===== config.mk =====
export PLATFORM = sky130hd
export DESIGN_NAME = mult_arbiter
export DESIGN_NICKNAME = d
export VERILOG_FILES = /design/src/rtl/mult_arbiter.sv
export SDC_FILE = /design/constraint.sdc
export NUM_CORES = 1
export LEC_CHECK = 0
export ABC_AREA = 1
export CAP_MARGIN = 20
export CORE_ASPECT_RATIO = 1.25
export CORE_MARGIN = 2
export CORE_UTILIZATION = 46
export DETAILED_ROUTE_END_ITERATION = 12
export MAX_ROUTING_LAYER = met4
export PLACE_DENSITY = 0.85
export SYNTH_ARGS = -nofsm -noshare
export SYNTH_HDL_FRONTEND = slang
export SYNTH_SLANG_ARGS = --single-unit

===== constraint.sdc =====
create_clock -name clk -period 1.31 [get_ports clk]
set_input_delay 0.262 -clock clk [delete_from_list [all_inputs] [get_ports clk]]
set_output_delay 0.262 -clock clk [all_outputs]
set_load 0.01 [all_outputs]

===== src/rtl/mult_arbiter.sv =====
// Round-robin arbiter that shares one serial multiplier controller between two
// requesters, with a watchdog that aborts a transaction whose done never arrives.
`timescale 1ns/1ps
module mult_arbiter #(
  parameter int IDX_W   = 3,
  parameter int TIMEOUT = 128,
  parameter int CNT_W   = 8
) (
  input  logic             clk,
  input  logic             rst,
  input  logic [1:0]       req,
  input  logic [IDX_W-1:0] srcA0,
  input  logic [IDX_W-1:0] srcB0,
  input  logic [IDX_W-1:0] dst0,
  input  logic [IDX_W-1:0] srcA1,
  input  logic [IDX_W-1:0] srcB1,
  input  logic [IDX_W-1:0] dst1,
  input  logic             lr0,
  input  logic             lr1,
  input  logic             done,
  output logic             start,
  output logic [IDX_W-1:0] cfg_srcA,
  output logic [IDX_W-1:0] cfg_srcB,
  output logic [IDX_W-1:0] cfg_dst,
  output logic             cfg_lr,
  output logic [1:0]       gnt,
  output logic             busy,
  output logic [1:0]       ack,
  output logic             err,
  output logic             err_id
);

  typedef enum logic [2:0] {
    S_IDLE,
    S_ISSUE,
    S_BUSY,
    S_ACK,
    S_ERR
  } state_t;

  state_t           state;
  state_t           next_state;
  logic [CNT_W-1:0] wd_cnt;
  logic [CNT_W-1:0] wd_cnt_d;
  logic             last_gnt;
  logic             last_gnt_d;

  logic             win;
  logic             cur;
  logic             wd_expired;
  logic             grant_now;

  logic             start_d;
  logic [1:0]       gnt_d;
  logic [1:0]       ack_d;
  logic             err_d;
  logic             err_id_d;
  logic             busy_d;
  logic [IDX_W-1:0] cfg_srcA_d;
  logic [IDX_W-1:0] cfg_srcB_d;
  logic [IDX_W-1:0] cfg_dst_d;
  logic             cfg_lr_d;

  // On a tie the requester that did not win last time goes next.
  assign win        = (req == 2'b11) ? ~last_gnt : req[1];
  assign cur        = gnt[1];
  assign wd_expired = (wd_cnt == CNT_W'(TIMEOUT - 1));
  assign grant_now  = (state == S_IDLE) && (next_state == S_ISSUE);

  // State and every output are registered together so outputs never glitch.
  always_ff @(posedge clk or posedge rst) begin
    // NOTE: sequential state uses non-blocking assignments so every register
    // samples the pre-edge values, independent of statement order.
    if (rst) begin
      state    <= S_IDLE;
      wd_cnt   <= '0;
      last_gnt <= 1'b1;
      start    <= 1'b0;
      gnt      <= 2'b00;
      ack      <= 2'b00;
      err      <= 1'b0;
      err_id   <= 1'b0;
      busy     <= 1'b0;
      cfg_srcA <= '0;
      cfg_srcB <= '0;
      cfg_dst  <= '0;
      cfg_lr   <= 1'b0;
    end else begin
      state    <= next_state;
      wd_cnt   <= wd_cnt_d;
      last_gnt <= last_gnt_d;
      start    <= start_d;
      gnt      <= gnt_d;
      ack      <= ack_d;
      err      <= err_d;
      err_id   <= err_id_d;
      busy     <= busy_d;
      cfg_srcA <= cfg_srcA_d;
      cfg_srcB <= cfg_srcB_d;
      cfg_dst  <= cfg_dst_d;
      cfg_lr   <= cfg_lr_d;
    end
  end

  // A done still high from the previous job must not launch a new one.
  always_comb begin
    // NOTE: every combinational output gets a default first, so no path
    // through the case statement can leave one unassigned and infer a latch.
    next_state = state;
    unique case (state)
      S_IDLE:  if (|req && !done) next_state = S_ISSUE;
      S_ISSUE: next_state = S_BUSY;
      S_BUSY: begin
        if (done)            next_state = S_ACK;
        else if (wd_expired) next_state = S_ERR;
      end
      S_ACK:   next_state = S_IDLE;
      S_ERR:   next_state = S_IDLE;
      default: next_state = S_IDLE;
    endcase
  end

  always_comb begin
    start_d    = (next_state == S_ISSUE);
    busy_d     = (next_state != S_IDLE);
    ack_d      = (next_state == S_ACK) ? gnt : 2'b00;
    err_d      = (next_state == S_ERR);
    err_id_d   = (next_state == S_ERR) ? cur : 1'b0;
    wd_cnt_d   = (state == S_BUSY && next_state == S_BUSY) ? wd_cnt + CNT_W'(1) : '0;
    last_gnt_d = (state == S_ACK || state == S_ERR) ? cur : last_gnt;
    gnt_d      = gnt;
    cfg_srcA_d = cfg_srcA;
    cfg_srcB_d = cfg_srcB;
    cfg_dst_d  = cfg_dst;
    cfg_lr_d   = cfg_lr;
    if (grant_now) begin
      gnt_d      = {win, ~win};
      cfg_srcA_d = win ? srcA1 : srcA0;
      cfg_srcB_d = win ? srcB1 : srcB0;
      cfg_dst_d  = win ? dst1  : dst0;
      cfg_lr_d   = win ? lr1   : lr0;
    end else if (next_state == S_IDLE) begin
      gnt_d = 2'b00;
    end
  end

endmodule


==> run metrics <==
largest family of logic cells by synthesized area=simple AND/OR/NAND/NOR gates; drt drc=0; Final WS setup=0.0300 ns; Compound-Gate Fraction of Synth Area=3.17%; R2R Setup Slk=0.04 ns; Hold Path Class=input port to asynchronous set/reset pin; Iter 0 DRT Violations=26; final hold vios=0; period utilisation layout=97.7%; global route total overflow=0; initial antenna violation count=0; ys async rst share=100%; final hold slack=0.262 ns; dominant cells by area after synthesis=dfrtp_1 (50%), nand2_1 (18%), nand3_1 (5.5%); share of cells above drive strength 1=20.6%; Avg Cell Area, Syn=8.26 µm²; peak supply drop=0.00103 V; Root Driver=clkbuf_4; Leak=1.08 nW; Die X=54.4 µm; Port Buf Inserts=42; share of the synthesized area in the top cell type=49.6%; Post-synth top flop=dfrtp_1; Arr. time, crit path=1.02 ns; Nets=263; Synth area leader=dfrtp_1; most common cell after layout, fill and taps aside=nand2_1; Crit. End Element=output pin; first-pass GRT wire length=5.30 mm; #FFs+latches synth=30; CTS Buffer Depth=2; clk slew on worst S/H paths=0.10 ns; PD cells=1570 nW/µm²; Crit path max-delay family=flip-flops; # rows=22; final cell count without fillers=274; RePlAce Congestion=0.775; DRT Pass-1 Iters=4; WP data required=1.05 ns; Slew Limit Fails=0; most frequent cells in the layout=nand2_1 (70), dfrtp_1 (29), clkdlybuf4s50_1 (24); Fillers=217; Post-Syn Instances=177; Die Y=67.0 µm; crit path max fanout=2; CTS H-tree lvls=2; diode count=0; Post-Route WL=3.21 mm; unique cell type count in the Yosys netlist=23; RSZ-0062 raised after global routing=yes; outcome=finished, final reports clean; vias in the first global route=1243; final setup violation count=0; CTS tree=yes; # IOs=43; area grow syn2layout=43.9%; critical path startpoint category=flip-flop; routed via count=1306; CP max-delay cell=dfrtp_1; clk_skew=0.00491 ns; FF/Latch Area=752 µm²; largest net degree at the start of global routing=13; CP bufs+invs=1; effective utilization at floorplan=49.2%; Inserted Clock Buffers=5; Hold-fix buffers, CTS=0; Placement Setup Slack=-0.231 ns; sequential cell area fraction in the yosys report=51.4%; Slew @ Worst Pin=0.268 ns; CTS Sinks=30; crit-path cells=dlygate4sd2_1; Synth Cell Area=1460 µm²; post-synthesis simple-gate area fraction=35.2%; adder-cell area share of the yosys netlist=0.855%; number of flops mapped to enable cells by yosys=0; overall power=0.00331 W; Max stage delay on crit path=0.40 ns; Max transition margin=81.9%; Period minus WS final=1.28 ns; Antenna Nets Post-Route=0; DP Cell Count=263; fmax=0.781 GHz; max-cap violations=0; CP Class=flip-flop to output pin; XOR/XNOR share of the synthesized area=2.40%; HPWL after DPL=2.36 mm; WL/cell=11.7 µm; Core ar.=2970 µm²; Ys Warns=0; GRT Total Usage=20.8%; die area=3650 µm²; worst skew pair latency=0.33 ns; post-synthesis net count=203; Vias/cell=4.77; area occupied by multi-input gates=644 µm²; post-synthesis mux area share=0%
==> sequential cells by signal, summed over array words and instances, names as in the netlist <==
| register | flops |
|---|---|
| busy | 1 |
| last_gnt | 1 |
| err_id | 1 |
| err | 1 |
| gnt | 2 |
| cfg_srcB | 3 |
| state | 3 |
| ack | 2 |
| cfg_lr | 1 |
| wd_cnt | 8 |
| start | 1 |
| cfg_srcA | 3 |
| cfg_dst | 3 |
==> worst register-to-register path, delay by kind of cell, from the launching register on <==
family / cells / cell delay (ns)
adder cells (fa/ha/maj): 1 / 0.21
flip-flops: 1 / 0.38
AO/OA/AOI/OAI: 1 / 0.08
AND/OR/NAND/NOR: 4 / 0.50
==> per-layer routing <==
layer  track usage [%]  vias up  share of wire (%)
met5                 -        -                  0
met3              7.17        6                6.4
met2              34.8       41                 51
met1              22.7      592                 41
met4              6.88        0                1.3
li1                  -      667                  -
==> logic make-up (layout without fill, tap and decap cells) <==
logic type      count (synthesis)  count (layout)
simple gates                  111             111
flops                          30              30
buf+inv                        24              85
compound gates                  7               7
xor+xnor                        4               4
fa+ha+maj                       1               1
==> report_power, final <==
part / internal (W) / total (W) / switching, W
clock: 0.000260 / 0.000587 / 0.000327
sequential: 0.00118 / 0.00136 / 0.000175
combinational: 0.000622 / 0.00137 / 0.000745
==> cell usage after synthesis, types with 2 or more instances <==
master / number
buf_2: 4
dfrtp_1: 29
inv_1: 15
inv_2: 4
nand2_1: 71
nand2_2: 2
nand2_4: 2
nand3_1: 16
nor2_1: 4
nor2_2: 9
nor2_4: 2
nor3_1: 2
o21ai_0: 5
xor2_1: 3
==> worst paths after layout <==
path / startpoint / end / cells after the start
max: cfg_srcB[0]$_DFFE_PP0P_ / cfg_srcB[0] / 1
min: rst / wd_cnt[6]$_DFF_PP0_ / 3
max reg2reg: wd_cnt[1]$_DFF_PP0_ / wd_cnt[0]$_DFF_PP0_ / 6
min reg2reg: cfg_srcA[0]$_DFFE_PP0P_ / cfg_srcA[0]$_DFFE_PP0P_ / 2
max in group asynchronous: rst / last_gnt$_DFFE_PP1P_ / 3
min in group clk: cfg_srcA[0]$_DFFE_PP0P_ / cfg_srcA[0]$_DFFE_PP0P_ / 2
==> final cells by class <==
class	instances	area share, %
sequential	30	35.7
multi-input combinational	123	30.6
timing repair buffer	58	25.1
inverter	19	3.51
clock buffer	7	2.62
tap	36	2.14
clock inverter	1	0.238
==> per-stage QoR <==
step	utilization [%]	setup TNS, ns	cell area [µm²]
floorplan	-	0	1460
global placement	67.1	-3.30	1990
detailed placement	67.1	-4.09	1990
CTS	68.4	0	2030
global route	70.8	-0.162	2100
finish	70.8	0	2100
==> what timing repair did <==
action | CTS | global route
setup buffers | 0 | 3
setup endpoints to repair | 18 | 30
pin swaps | 0 | 4
gates resized for setup | 18 | 17
Power figures use the tool's default switching activity.
